==> config.mk <==
export PLATFORM = sky130hd
export DESIGN_NAME = spi_req_arbiter
export DESIGN_NICKNAME = d
export VERILOG_FILES = /design/src/rtl/spi_req_arbiter.sv
export SDC_FILE = /design/constraint.sdc
export NUM_CORES = 1
export LEC_CHECK = 0
export ABC_AREA = 1
export CAP_MARGIN = 0
export CORE_MARGIN = 2
export CORE_UTILIZATION = 40
export CTS_CLUSTER_DIAMETER = 150
export CTS_CLUSTER_SIZE = 20
export DETAILED_ROUTE_END_ITERATION = 7
export GPL_ROUTABILITY_DRIVEN = 0
export GPL_TIMING_DRIVEN = 0
export PLACE_DENSITY_LB_ADDON = 0.05
export SYNTH_ARGS = -nofsm -noshare
export SYNTH_HDL_FRONTEND = slang
export SYNTH_SLANG_ARGS = --single-unit
export TNS_END_PERCENT = 100
==> constraint.sdc <==
create_clock -name clk -period 2 [get_ports clk]
set_input_delay 0.4 -clock clk [delete_from_list [all_inputs] [get_ports clk]]
set_output_delay 0.4 -clock clk [all_outputs]
set_load 0.005 [all_outputs]
==> src/rtl/spi_req_arbiter.sv <==
// Round-robin arbiter that shares one SPI master between NUM_REQ requesters.
// Grants one transaction at a time, tracks completion/timeout and returns a one-cycle response.
module spi_req_arbiter #(
    parameter int unsigned NUM_REQ     = 4,
    parameter int unsigned SPI_TRF_BIT = 8,
    parameter int unsigned TIMEOUT_CYC = 4096
) (
    input  logic                           clk,
    input  logic                           rst,
    input  logic [NUM_REQ-1:0]             req_valid,
    input  logic [2*NUM_REQ-1:0]           req_mode,
    input  logic [NUM_REQ*SPI_TRF_BIT-1:0] req_wdata,
    output logic [NUM_REQ-1:0]             req_ready,
    output logic [NUM_REQ-1:0]             rsp_valid,
    output logic [SPI_TRF_BIT-1:0]         rsp_rdata,
    output logic                           rsp_err,
    output logic [1:0]                     spi_req,
    output logic [SPI_TRF_BIT-1:0]         spi_din,
    input  logic [SPI_TRF_BIT-1:0]         spi_dout,
    input  logic                           spi_done_tx,
    input  logic                           spi_done_rx,
    input  logic                           spi_idle
);

    localparam int unsigned IDX_W = (NUM_REQ > 1) ? $clog2(NUM_REQ) : 1;
    localparam int unsigned CNT_W = ($clog2(TIMEOUT_CYC + 1) > 16) ? $clog2(TIMEOUT_CYC + 1) : 16;
    localparam logic [CNT_W-1:0] CNT_LAST = CNT_W'(TIMEOUT_CYC - 1);

    typedef enum logic [1:0] {
        IDLE = 2'd0,
        BUSY = 2'd1,
        RESP = 2'd2
    } state_t;

    state_t                 state;
    logic [IDX_W-1:0]       last_grant;
    logic [IDX_W-1:0]       owner;
    logic [1:0]             mode_q;
    logic [SPI_TRF_BIT-1:0] rdata_q;
    logic                   err_q;
    logic                   tx_seen;
    logic                   rx_seen;
    logic [CNT_W-1:0]       cnt;

    logic [1:0]             mode_arr  [NUM_REQ];
    logic [SPI_TRF_BIT-1:0] wdata_arr [NUM_REQ];
    logic                   grant_any;
    logic [IDX_W-1:0]       grant_idx;
    logic [IDX_W-1:0]       cand_idx;
    int                     cand;
    logic                   accept;
    logic [1:0]             sel_mode;
    logic [SPI_TRF_BIT-1:0] sel_wdata;
    logic                   tx_now;
    logic                   rx_now;
    logic                   done;

    // Unpack the flat per-requester buses
    always_comb begin
        for (int i = 0; i < int'(NUM_REQ); i++) begin
            mode_arr[i]  = req_mode[2*i +: 2];
            wdata_arr[i] = req_wdata[i*SPI_TRF_BIT +: SPI_TRF_BIT];
        end
    end

    // Round-robin search starting one past the last granted requester
    always_comb begin
        grant_any = 1'b0;
        grant_idx = '0;
        cand      = 0;
        cand_idx  = '0;
        for (int i = 0; i < int'(NUM_REQ); i++) begin
            cand = int'(last_grant) + 1 + i;
            if (cand >= int'(NUM_REQ)) begin
                cand = cand - int'(NUM_REQ);
            end
            cand_idx = IDX_W'(cand);
            if (!grant_any && req_valid[cand_idx]) begin
                grant_any = 1'b1;
                grant_idx = cand_idx;
            end
        end
    end

    assign accept    = !rst && (state == IDLE) && spi_idle && grant_any;
    assign sel_mode  = mode_arr[grant_idx];
    assign sel_wdata = wdata_arr[grant_idx];

    always_comb begin
        req_ready = '0;
        if (accept) begin
            req_ready[grant_idx] = 1'b1;
        end
    end

    // Completion: sticky done flags merged with this cycle's pulses
    assign tx_now = tx_seen | spi_done_tx;
    assign rx_now = rx_seen | spi_done_rx;

    always_comb begin
        case (mode_q)
            2'd1:    done = tx_now;
            2'd2:    done = rx_now;
            2'd3:    done = tx_now & rx_now;
            default: done = 1'b0;
        endcase
    end

    always_ff @(posedge clk) begin
        if (rst) begin
            state      <= IDLE;
            last_grant <= IDX_W'(NUM_REQ - 1);
            owner      <= '0;
            mode_q     <= '0;
            rdata_q    <= '0;
            err_q      <= 1'b0;
            tx_seen    <= 1'b0;
            rx_seen    <= 1'b0;
            cnt        <= '0;
            rsp_valid  <= '0;
            rsp_rdata  <= '0;
            rsp_err    <= 1'b0;
            spi_req    <= '0;
            spi_din    <= '0;
        end else begin
            rsp_valid <= '0;
            rsp_rdata <= '0;
            rsp_err   <= 1'b0;
            case (state)
                IDLE: begin
                    if (accept) begin
                        owner      <= grant_idx;
                        last_grant <= grant_idx;
                        mode_q     <= sel_mode;
                        rdata_q    <= '0;
                        tx_seen    <= 1'b0;
                        rx_seen    <= 1'b0;
                        cnt        <= '0;
                        if (sel_mode == 2'd0) begin
                            err_q <= 1'b1;
                            state <= RESP;
                        end else begin
                            err_q   <= 1'b0;
                            spi_req <= sel_mode;
                            spi_din <= sel_wdata;
                            state   <= BUSY;
                        end
                    end
                end
                BUSY: begin
                    cnt     <= cnt + CNT_W'(1);
                    tx_seen <= tx_now;
                    rx_seen <= rx_now;
                    if (spi_done_rx && mode_q[1]) begin
                        rdata_q <= spi_dout;
                    end
                    if (done) begin
                        spi_req <= '0;
                        spi_din <= '0;
                        state   <= RESP;
                    end else if (cnt == CNT_LAST) begin
                        // Timeout discards any partially received word
                        err_q   <= 1'b1;
                        rdata_q <= '0;
                        spi_req <= '0;
                        spi_din <= '0;
                        state   <= RESP;
                    end
                end
                RESP: begin
                    rsp_valid[owner] <= 1'b1;
                    rsp_rdata        <= rdata_q;
                    rsp_err          <= err_q;
                    state            <= IDLE;
                end
                default: state <= IDLE;
            endcase
        end
    end

endmodule

==> metrics.cfg, run 1 <==
[worst_setup_path]
required_ns=1.60
timing.critical_path.to=req_ready[1]
critPathKind=register to output pin
critical_path_launch_point_type=register
crit_path_max_fo=8
reg2reg_from=last_grant[0]
critPathLaunch=last_grant[0]
setup.worst_path.end_class=output pin
rr_endpoint=spi_din[0]
timing.critical_path.arrival_ns=2.08
rrSetupSlack_ns=-0.48
ff_to_ff_path_depth=20

[synthesis]
ys.warnings.count=0
synth_largest_type_area_fraction_pct=38.25
synth_top_cells_by_area=sky130_fd_sc_hd__dfxtp_1, sky130_fd_sc_hd__nand2_1, sky130_fd_sc_hd__inv_1
synth.yosys.seq_area_share_pct=38.25
netlist_instances=444
synthesis.area_per_instance_um2=6.837
synth_largest_area_cell=sky130_fd_sc_hd__dfxtp_1
yosysUniqueCellTypes=36
synth-edff-count=0
async_reset_ff_share_pct=0
synthesis.area_um2=3035
synth-main-ff-cell=sky130_fd_sc_hd__dfxtp_1
nets_in_the_synthesized_netlist=502
ys_seq_elements=58

[pwr]
total_leakage_power_nw=1.983
report.power.total_mw=5.952
p_switching_mw=2.530
comb_pwr_share_pct=59.6
internal_power_mw=3.423
pwr-share-clk_pct=17.0
worst_ir_drop_vdd_v=0.0008307
cellPowerDensity_nw_per_um2=1208
power.switching_fraction_pct=42.50
power_frac_seq_pct=23.5

[timing]
finalClockSkew_ns=0.009618
max_freq_ghz=0.4028
slew-limit-headroom_pct=51.10
final_critical_path_required_period_ns=2.483
final_hold_viol_count=0
finalSetupViolations=33
max_slew.worst_pin.slew_ns=0.7334
finalMaxSlewViolations=0
setup_repair_after_global_routing_missed_its_margin=yes
final_min_period_over_clock_period_pct=124.1
timing.final.ws_setup_ns=-0.4827

[clock_tree]
clkSlewWorstSetupHoldPaths_ns=0.06
insertion_delay_ns=0.33
clk_root_buffer_cell=sky130_fd_sc_hd__clkbuf_8
clock_path_buffers=2
h-tree-depth=3
numCtsBuffers=9
cts_tree=done
clkSinkCount=58

[grt]
groute.usage.overall_pct=19.88
grt_max_degree=11
global_route.overflow_total=0
global_route_wire_length_before_repair_um=13430
number_of_antenna_violations_at_the_first_check_in_global_routing=0
grt_pass1_vias=3057

[routing]
drt-pass1-iter-count=4
antenna_violating_nets_post_route=0
drt_iter0_markers=130
detail_route.wirelength_um=8991
via_count=3331
drc_errors=0
detail_route.vias_per_cell=4.877
average_detailed_routed_wire_length_per_instance_um=13.16

[final_layout]
layoutNonFillerInstCount=683
multi_input_comb_area_um2=1942
seqCellArea_um2=1177
area_delta_synth_final_pct=62.37
antenna_cells_inserted=0
final_core_util_pct=67.59
num-fill-cells=617
final_net_count=638
drive_above_1_share_pct=33.22

[run]
max_cap_violations=0

[place]
detailedPlace.worstSlack_ns=-1.210
placement.io_buffers=83
post-place-cells=626
detailed_place_hpwl_um=5656

[die]
die_area_um2=8301
initial_utilization_pct=41.63
die_width_um=91.11
pin_count=84
num_rows=31
core_region_area_um2=7292
die_h_um=91.11

[run_status]
violations=negative setup slack
status=finished with violations

[worst_hold_path]
holdCritPathClass=register to register

-- power by group through the flow --
stage	Clock, mW	Sequential (mW)	Combinational [mW]
floorplan	0	1.39	1.71
global placement	0	1.40	2.33
detailed placement	0	1.40	2.35
CTS	1.03	1.38	2.92
global route	1.08	1.41	3.83
finish	1.01	1.40	3.55
-- flip-flops by register name, indices dropped and copies added (netlist names) --
| name | count |
|---|---|
| rx_seen | 1 |
| rsp_rdata | 8 |
| tx_seen | 1 |
| rdata_q | 8 |
| owner | 2 |
| rsp_valid | 4 |
| cnt | 16 |
| err_q | 1 |
| rsp_err | 1 |
| spi_din | 8 |
| spi_req | 2 |
| last_grant | 2 |
| mode_q | 2 |
| state | 2 |
-- synthesized netlist by cell type, types with 6 or more instances --
master and n:
sky130_fd_sc_hd__o21ai_0 17, sky130_fd_sc_hd__a21oi_2 11, sky130_fd_sc_hd__nand2_1 142, sky130_fd_sc_hd__inv_1 43, sky130_fd_sc_hd__nor2_1 34, sky130_fd_sc_hd__clkbuf_1 8
sky130_fd_sc_hd__nor3_1 7, sky130_fd_sc_hd__nand2_2 18, sky130_fd_sc_hd__dfxtp_1 58, sky130_fd_sc_hd__inv_2 6, sky130_fd_sc_hd__a211oi_1 8, sky130_fd_sc_hd__nand3_1 29
sky130_fd_sc_hd__a21oi_1 24
-- metal layers --
layer,global-route usage [%],vias to the layer above,part of all wire [%]
li1,-,1710,-
met3,3.900,17,6.0
met2,34.94,105,49
met5,0,-,0
met1,23.70,1499,43
met4,7.955,0,2.0
-- cells in the final DEF (no fill, tap or decap), types with 5 or more instances in the layout --
cell                              Yosys  final
sky130_fd_sc_hd__a211oi_2             0      5
sky130_fd_sc_hd__a21oi_1             24     17
sky130_fd_sc_hd__a21oi_2             11     17
sky130_fd_sc_hd__buf_4                1     34
sky130_fd_sc_hd__buf_6                2     11
sky130_fd_sc_hd__clkbuf_1             8      7
sky130_fd_sc_hd__clkbuf_8             0     13
sky130_fd_sc_hd__clkdlybuf4s50_1      0     75
sky130_fd_sc_hd__dfxtp_1             58     53
sky130_fd_sc_hd__inv_1               43     37
sky130_fd_sc_hd__inv_2                6      8
sky130_fd_sc_hd__nand2_1            142    108
sky130_fd_sc_hd__nand2_2             18     40
sky130_fd_sc_hd__nand2_4              3     16
sky130_fd_sc_hd__nand3_1             29     21
sky130_fd_sc_hd__nand3_2              0      8
sky130_fd_sc_hd__nor2_1              34     26
sky130_fd_sc_hd__nor2_2               1      5
sky130_fd_sc_hd__nor3_1               7      6
sky130_fd_sc_hd__o21ai_0             17     14
-- layout make-up --
type | instances | share of cell area, %
buffer | 16 | 2.818
clock buffer | 13 | 3.630
clock inverter | 2 | 0.2031
inverter | 50 | 4.214
multi-input combinational | 321 | 39.40
sequential | 58 | 23.89
tap | 99 | 2.513
timing repair buffer | 124 | 23.33
-- kinds of logic (layout without fill, tap and decap cells) --
| logic type | Yosys count | after routing | synth area share [%] |
|---|---|---|---|
| compound gates | 73 | 73 | 15.38 |
| fa+ha+maj | 1 | 1 | 0.4121 |
| simple gates | 246 | 247 | 36.48 |
| buf+inv | 66 | 205 | 9.480 |
| flops | 58 | 58 | 38.25 |
-- through the flow --
step                      TNS (ns)  hold slack (ns)  cell area, um^2
after global routing        -13.02           0.4662             4928
final                       -8.086           0.4378             4928
after detailed placement    -23.15           0.4312             3991
after CTS                   -4.459           0.4429             4486
after floorplan                  0           0.4093             3037
after global placement      -21.36           0.4287             3991
-- critical path, cell delays in order, from the launching register on --
cell and delay, ns:
sky130_fd_sc_hd__dfxtp_2 0.34, sky130_fd_sc_hd__buf_6 0.13, sky130_fd_sc_hd__inv_8 0.05, sky130_fd_sc_hd__nand2_4 0.05, sky130_fd_sc_hd__nand2_2 0.06, sky130_fd_sc_hd__nand2_2 0.09, sky130_fd_sc_hd__nand2_4 0.06, sky130_fd_sc_hd__a21oi_4 0.20
sky130_fd_sc_hd__nand2_2 0.11, sky130_fd_sc_hd__nor2_4 0.15, sky130_fd_sc_hd__a21oi_4 0.05, sky130_fd_sc_hd__buf_6 0.13, sky130_fd_sc_hd__buf_6 0.10, sky130_fd_sc_hd__nor2_1 0.09, sky130_fd_sc_hd__buf_2 0.13
-- how the worst min path moves through the flow --
stage	startpoint	end	depth (start not counted)
finish	rdata_q[4]	rsp_rdata[4]	2
global route	rdata_q[4]	rsp_rdata[4]	2
CTS	rdata_q[4]	rsp_rdata[4]	2
detailed placement	rdata_q[2]	rsp_rdata[2]	2
global placement	rdata_q[2]	rsp_rdata[2]	2
floorplan	err_q	rsp_err	2
-- what timing repair did --
| action | 4_1_cts | 5_1_grt |
|---|---|---|
| endpoints found under the setup margin | 37 | 42 |
| hold buffers | 0 | 0 |
| pin swaps | 23 | 29 |
| setup buffers | 20 | 20 |
| gates resized for setup | 75 | 79 |
| endpoints found under the hold margin | 0 | 0 |
| gates cloned | 2 | 2 |
(Power assumes the default switching activity.)
==> run 2, diff against run 1 <==
--- a/config.mk
+++ b/config.mk
@@ -6,7 +6,9 @@
 export NUM_CORES = 1
 export LEC_CHECK = 0
 export ABC_AREA = 1
+export ABC_CLOCK_PERIOD_IN_PS = 2000
 export CAP_MARGIN = 0
+export CORE_ASPECT_RATIO = 1.25
 export CORE_MARGIN = 2
 export CORE_UTILIZATION = 40
 export CTS_CLUSTER_DIAMETER = 150
==> run 2 against run 1 <==
- the run still ends with negative setup slack left
- routed wire length is 1.7% lower
- clock skew is 0.00071 ns lower
- cell area is 0.15% lower
- clock power is 4% higher
- setup slack worse by 0.094 ns
- highest routed layer unchanged
- combinational power is 4% lower
- largest power group unchanged
- worst hold slack better by 0.010 ns
- total power is 1.5% lower
- register-to-register slack better by 0.14 ns
- critical path depth is 1 lower
- clock-buffer cell count is 4 lower
- sequential share of layout area hardly changed
- largest cell class unchanged
==> metrics.cfg, run 2 (same netlist as run 1, synthesis figures left out) <==
[run_status]
status=finished with violations
violations=negative setup slack

[worst_setup_path]
ff_to_ff_path_depth=19  ; -5.0%
required_ns=1.60  ; about the same
critical-path-top-delay-family=buffers and inverters
crit_path_max_fo=5  ; -3
path_buf_inv=4  ; -1
reg2reg_from=last_grant[0]
critPathKind=input pin to output pin
critPathLaunch=req_valid[2]
timing.critical_path.arrival_ns=2.18  ; +0.10 ns
setup.worst_path.end_class=output pin
critical_path_launch_point_type=input pin
path_depth=13  ; -1
crit_chain=clkdlybuf4s50_1 -> nand2_2 -> nand2_4 -> nand2_2 -> nand2_4 -> a21oi_4 -> nand3_4 -> nand2_4 -> clkinvlp_4 -> buf_8 -> nand2_2 -> nor2_4 -> buf_6
cpPeakStageDelay_ns=0.43  ; +0.09 ns
crit_slowest_cell=sky130_fd_sc_hd__clkdlybuf4s50_1

[final_layout]
layoutNonFillerInstCount=675  ; -1.2%
area_delta_synth_final_pct=62.12
final_core_util_pct=66.89  ; -0.70 points
drive_above_1_share_pct=32.59  ; -0.63 points
antenna_cells_inserted=0  ; unchanged
final_net_count=636  ; -0.31%
largest_register_ff_count=16  ; unchanged
top_register=cnt
layout_commonest_cell=sky130_fd_sc_hd__nand2_1
mostFrequentLayoutCells=sky130_fd_sc_hd__nand2_1, sky130_fd_sc_hd__clkdlybuf4s50_1, sky130_fd_sc_hd__dfxtp_1
fin_area_um2=4921  ; -0.15%

[routing]
detail_route.wirelength_um=8836  ; -1.7%
average_detailed_routed_wire_length_per_instance_um=13.09  ; -0.56%
drt-pass1-iter-count=6  ; +2
antenna_violating_nets_post_route=0  ; unchanged
detail_route.vias_per_cell=4.923  ; +0.94%
drt_iter0_markers=108  ; -17%
drc_errors=0  ; unchanged
via_count=3323  ; -0.24%

[worst_hold_path]
min_delay_path_depth=2  ; unchanged
holdCritPathClass=register to register
worst_hold_startpoint=err_q

[timing]
timing.final.ws_setup_ns=-0.5766  ; -0.09390 ns
finalHoldWorstSlack_ns=0.4480  ; +0.01019 ns
slew-limit-headroom_pct=48.67  ; -2.4 points
final_min_period_over_clock_period_pct=128.8  ; +4.7 points
finalClockSkew_ns=0.008906  ; -0.0007121 ns
final_critical_path_required_period_ns=2.577  ; +0.09390 ns
setup_repair_after_global_routing_missed_its_margin=yes
finalSetupViolations=27  ; -18%
finalMaxSlewViolations=0  ; unchanged
max_slew.worst_pin.slew_ns=0.7700  ; +0.03658 ns
max_freq_ghz=0.3881  ; -3.6%
final_hold_viol_count=0  ; unchanged

[clock_tree]
cts_tree=done
clock_path_buffers=2  ; unchanged
clkSlewWorstSetupHoldPaths_ns=0.07  ; about the same
insertion_delay_ns=0.33  ; about the same
numCtsBuffers=9  ; unchanged
clkSinkCount=58  ; unchanged
h-tree-depth=3  ; unchanged
clk_root_buffer_cell=sky130_fd_sc_hd__clkbuf_8

[die]
pin_count=84  ; unchanged
num_rows=35  ; +13%
die_h_um=101.4  ; +11%
core_region_area_um2=7357  ; +0.89%
die_width_um=81.92  ; -10%
die_area_um2=8306  ; about the same
initial_utilization_pct=41.26  ; -0.37 points

[grt]
number_of_antenna_violations_at_the_first_check_in_global_routing=0  ; unchanged
global_route.overflow_total=0  ; unchanged
groute.usage.overall_pct=21.00  ; +1.1 points
global_route_wire_length_before_repair_um=13680  ; +1.8%
grt_pass1_vias=3136  ; +2.6%
grt_max_degree=12  ; +1

[place]
placement.io_buffers=83  ; unchanged
detailedPlace.worstSlack_ns=-1.279  ; -0.06892 ns
area_after_dpl_um2=3983  ; -0.22%
detailed_place_hpwl_um=5850  ; +3.4%
post-place-cells=619  ; -1.1%

[pwr]
total_leakage_power_nw=1.927  ; -2.8%
worst_ir_drop_vdd_v=0.0006531  ; -21%
cellPowerDensity_nw_per_um2=1192  ; -1.3%

[run]
max_cap_violations=0  ; unchanged

-- run 2: final timing paths --
kind / to / slack, ns
setup / recovery: req_ready[1] / -0.58
hold / removal: rsp_err / 0.45
setup reg to reg: spi_din[7] / -0.34
hold reg to reg: rsp_err / 0.45
-- run 2: final cells by class --
class	count	area [um^2]
clock inverters	7	70.07
multi-input cells	321	1932
fillers	671	2436
clock buffers	9	123.9
inverters	50	211.5
plain buffers	16	138.9
well taps	92	115.1
repair buffers	122	1152
flip-flops and latches	58	1177
-- run 2: stage by stage --
| step | setup TNS (ns) | total power [mW] |
|---|---|---|
| floorplan | 0 | 3.096 |
| global placement | -22.42 | 3.736 |
| detailed placement | -25.28 | 3.758 |
| CTS | -5.274 | 5.424 |
| global route | -10.40 | 6.271 |
| finish | -6.488 | 5.864 |
-- run 2: tightest hold or removal path, cell delays in order, from the launching register on --
cell and delay (ns):
sky130_fd_sc_hd__dfxtp_1 0.31, sky130_fd_sc_hd__inv_1 0.06, sky130_fd_sc_hd__nor2_1 0.04
-- run 2: timing repair --
action | in CTS | in global routing
hold buffers | 0 | 0
setup endpoints to repair | 40 | 43
endpoints found under the hold margin | 0 | 0
pin swaps | 25 | 37
gates resized for setup | 83 | 66
cloned | 3 | 1
buffers inserted | 21 | 16
-- run 2: layer usage --
metal	share of wire (%)	GRT usage [%]
met1	41	23.34
met2	54	39.15
met3	4.3	4.545
met5	0	0
met4	1.5	6.282
-- run 2: where the power goes --
part | total, mW | switching (mW) | internal [mW]
clock network | 1.05 | 0.476 | 0.572
logic | 3.42 | 1.92 | 1.50
registers | 1.40 | 0.106 | 1.29
==> run 3, diff against run 2 <==
--- a/config.mk
+++ b/config.mk
@@ -5,9 +5,8 @@
 export SDC_FILE = /design/constraint.sdc
 export NUM_CORES = 1
 export LEC_CHECK = 0
-export ABC_AREA = 1
-export ABC_CLOCK_PERIOD_IN_PS = 2000
-export CAP_MARGIN = 0
+export ABC_CLOCK_PERIOD_IN_PS = 2980
+export CAP_MARGIN = 10
 export CORE_ASPECT_RATIO = 1.25
 export CORE_MARGIN = 2
 export CORE_UTILIZATION = 40
==> constraint.sdc (replaced) <==
create_clock -name clk -period 2.98 [get_ports clk]
set_input_delay 0.596 -clock clk [delete_from_list [all_inputs] [get_ports clk]]
set_output_delay 0.596 -clock clk [all_outputs]
set_load 0.005 [all_outputs]
==> run 3 against run 2 <==
- the run now ends clean
- via count down 10%
- register-to-register slack better by 1.1 ns
- worst hold slack better by 0.0087 ns
- utilization down 10 points
- first-iteration DRC count up 1.9%
- clock power down 29%
- final cell count down 19%
- synthesized cell count down 20%
- die area up 4.0%
- critical path type unchanged
- largest cell class unchanged
==> metrics.cfg, run 3 <==
[grt]
global_route_wire_length_before_repair_um=13380  ; -2.2%
groute.usage.overall_pct=19.47  ; -1.5 points
grt_pass1_vias=2785  ; -11%
global_route.overflow_total=0  ; unchanged
grt_max_degree=16  ; +4
number_of_antenna_violations_at_the_first_check_in_global_routing=0  ; unchanged

[final_layout]
largest_register_ff_count=16  ; unchanged
antenna_cells_inserted=0  ; unchanged
final_core_util_pct=56.72  ; -10 points
drive_above_1_share_pct=14.98  ; -18 points
layoutNonFillerInstCount=549  ; -19%
top_register=cnt
area_delta_synth_final_pct=38.92
num-fill-cells=745  ; +11%
mostFrequentLayoutCells=sky130_fd_sc_hd__clkdlybuf4s50_1, sky130_fd_sc_hd__dfxtp_1, sky130_fd_sc_hd__nor2_1
layout_commonest_cell=sky130_fd_sc_hd__clkdlybuf4s50_1
final_net_count=507  ; -20%

[synthesis]
synthMostInstantiatedCell=sky130_fd_sc_hd__dfxtp_1
synth-main-ff-cell=sky130_fd_sc_hd__dfxtp_1
synth_largest_area_cell=sky130_fd_sc_hd__dfxtp_1
netlist_instances=353  ; -20%
synth_top_cells_by_area=sky130_fd_sc_hd__dfxtp_1, sky130_fd_sc_hd__mux2i_1, sky130_fd_sc_hd__mux2_2
nets_in_the_synthesized_netlist=411  ; -18%
synth_largest_type_area_fraction_pct=36.71  ; -1.5 points
synth.yosys.seq_area_share_pct=36.71  ; -1.5 points
synth-edff-count=0  ; unchanged
ys.warnings.count=0  ; unchanged
top_cell_types_by_occurrence_after_synthesis=sky130_fd_sc_hd__dfxtp_1, sky130_fd_sc_hd__nor2_1, sky130_fd_sc_hd__mux2i_1
synthesis.area_um2=3163  ; +4.2%
yosysUniqueCellTypes=57  ; +58%
synthesis.area_per_instance_um2=8.960  ; +31%
async_reset_ff_share_pct=0  ; unchanged
ys_seq_elements=58  ; unchanged

[routing]
detail_route.wirelength_um=8481  ; -4.0%
drt_iter0_markers=110  ; +1.9%
average_detailed_routed_wire_length_per_instance_um=15.45  ; +18%
detail_route.vias_per_cell=5.421  ; +10%
antenna_violating_nets_post_route=0  ; unchanged
drt-pass1-iter-count=4  ; -2
drc_errors=0  ; unchanged
via_count=2976  ; -10%

[timing]
finalClockSkew_ns=0.009691  ; +0.0007853 ns
finalMaxSlewViolations=0  ; unchanged
final_hold_viol_count=0  ; unchanged
setup_repair_after_global_routing_missed_its_margin=no
max_freq_ghz=0.3509
slew-limit-headroom_pct=52.32  ; +3.7 points
max_slew.worst_pin.slew_ns=0.7113  ; -0.05873 ns
setup-tns-final_ns=0  ; +6.488 ns
finalSetupViolations=0  ; -100%
finalHoldWorstSlack_ns=0.4567  ; +0.008675 ns
final_critical_path_required_period_ns=2.850
final_min_period_over_clock_period_pct=95.64

[clock_tree]
clkSlewWorstSetupHoldPaths_ns=0.06  ; about the same
numCtsBuffers=9  ; unchanged
insertion_delay_ns=0.34  ; about the same
h-tree-depth=3  ; unchanged
clkSinkCount=58  ; unchanged
cts_tree=done
clk_root_buffer_cell=sky130_fd_sc_hd__clkbuf_8
clock_path_buffers=2  ; unchanged

[worst_setup_path]
timing.critical_path.arrival_ns=2.25  ; +0.07 ns
critical_path_launch_point_type=input pin
required_ns=2.38  ; +0.78 ns
setup.worst_path.end_class=output pin
crit_path_max_fo=6  ; +1
critPathKind=input pin to output pin

[run]
max_cap_violations=0  ; unchanged

[pwr]
total_leakage_power_nw=1.504  ; -22%
worst_ir_drop_vdd_v=0.0002233  ; -66%
cellPowerDensity_nw_per_um2=443.0  ; -63%
report.power.total_mw=1.946  ; -67%

[worst_hold_path]
holdCritPathClass=register to register

[die]
initial_utilization_pct=40.83  ; -0.43 points
die_width_um=83.54  ; +2.0%
num_rows=36  ; +2.9%
pin_count=84  ; unchanged
core_region_area_um2=7747  ; +5.3%
die_area_um2=8639  ; +4.0%
die_h_um=103.4  ; +2.0%

[run_status]
status=finished clean

[place]
placement.io_buffers=82  ; -1.2%
detailed_place_hpwl_um=6307  ; +7.8%
post-place-cells=530  ; -14%

## run 3: cell count changes after synthesis, moves of 9 or more
cell / previous run / this run
sky130_fd_sc_hd__nand2_1: 142 / 25
sky130_fd_sc_hd__inv_1: 43 / 11
sky130_fd_sc_hd__mux2i_1: 0 / 28
sky130_fd_sc_hd__nand3_1: 29 / 10
sky130_fd_sc_hd__nand2_2: 18 / 0
sky130_fd_sc_hd__mux2_2: 0 / 14
sky130_fd_sc_hd__a31oi_1: 1 / 13
sky130_fd_sc_hd__a21oi_2: 11 / 1
sky130_fd_sc_hd__a21oi_1: 24 / 15
sky130_fd_sc_hd__and2_1: 0 / 9
## run 3: logic make-up (layout without fill, tap and decap cells)
| logic type | after synthesis | after routing | share of synthesized area (%) |
|---|---|---|---|
| AND/OR/NAND/NOR | 134 | 134 | 23.30 |
| buffers and inverters | 31 | 132 | 4.905 |
| multiplexers | 45 | 45 | 15.27 |
| XOR/XNOR | 1 | 1 | 0.2769 |
| AO/OA/AOI/OAI | 83 | 83 | 19.15 |
| flip-flops | 58 | 58 | 36.71 |
| adder cells (fa/ha/maj) | 1 | 1 | 0.3955 |
## run 3: final timing paths
path / endpoint / cells after the start / start / slack [ns]
setup reg to reg: spi_req[1] / 8 / last_grant[0] / 0.79
hold / removal: rsp_err / 1 / err_q / 0.46
hold reg to reg: rsp_err / 1 / err_q / 0.46
setup / recovery: req_ready[0] / 7 / req_valid[3] / 0.13
## run 3: timing repair
item                                    4_1_cts  5_1_grt
resized for setup                            24        0
hold buffers                                  0        0
setup buffers                                 6        0
endpoints found under the setup margin        4        0
## run 3: power by group
part / switching (mW) / internal [mW]
sequential: 0.0207 / 0.799
combinational: 0.176 / 0.204
clock: 0.316 / 0.430
total: 0.513 / 1.43
## run 3: area by class of cell
| cell class | instances | area, um^2 | area share (%) |
|---|---|---|---|
| clock inverter | 4 | 50.05 | 1.139 |
| clock buffer | 12 | 155.1 | 3.531 |
| multi-input combinational | 264 | 1883 | 42.85 |
| timing repair buffer | 88 | 860.8 | 19.59 |
| tap | 95 | 118.9 | 2.705 |
| inverter | 11 | 41.29 | 0.9396 |
| buffer | 17 | 123.9 | 2.819 |
| sequential | 58 | 1161 | 26.42 |
## run 3: stage by stage
step | setup WS, ns | cell area, um^2
after detailed placement | -0.5932 | 4103
final | 0.1300 | 4394
after CTS | 0.1492 | 4394
after global placement | -0.5574 | 4103
after global routing | 0.02569 | 4394
after floorplan | 0.7435 | 3163
## run 3: metal layers
layer,part of all wire (%),GRT usage (%),vias to the layer above
met1,43,22.14,1376
met4,1.3,7.196,0
li1,-,-,1513
met2,51,35.67,78
met3,4.7,5.000,9
met5,0,0,-
## run 3: critical path, stage by stage
cell,delay (ns)
sky130_fd_sc_hd__dlygate4sd2_1,0.28
sky130_fd_sc_hd__and2b_1,0.20
sky130_fd_sc_hd__o21ai_2,0.16
sky130_fd_sc_hd__clkbuf_4,0.16
sky130_fd_sc_hd__nand3_2,0.10
sky130_fd_sc_hd__nor3_2,0.22
sky130_fd_sc_hd__clkdlybuf4s50_1,0.53
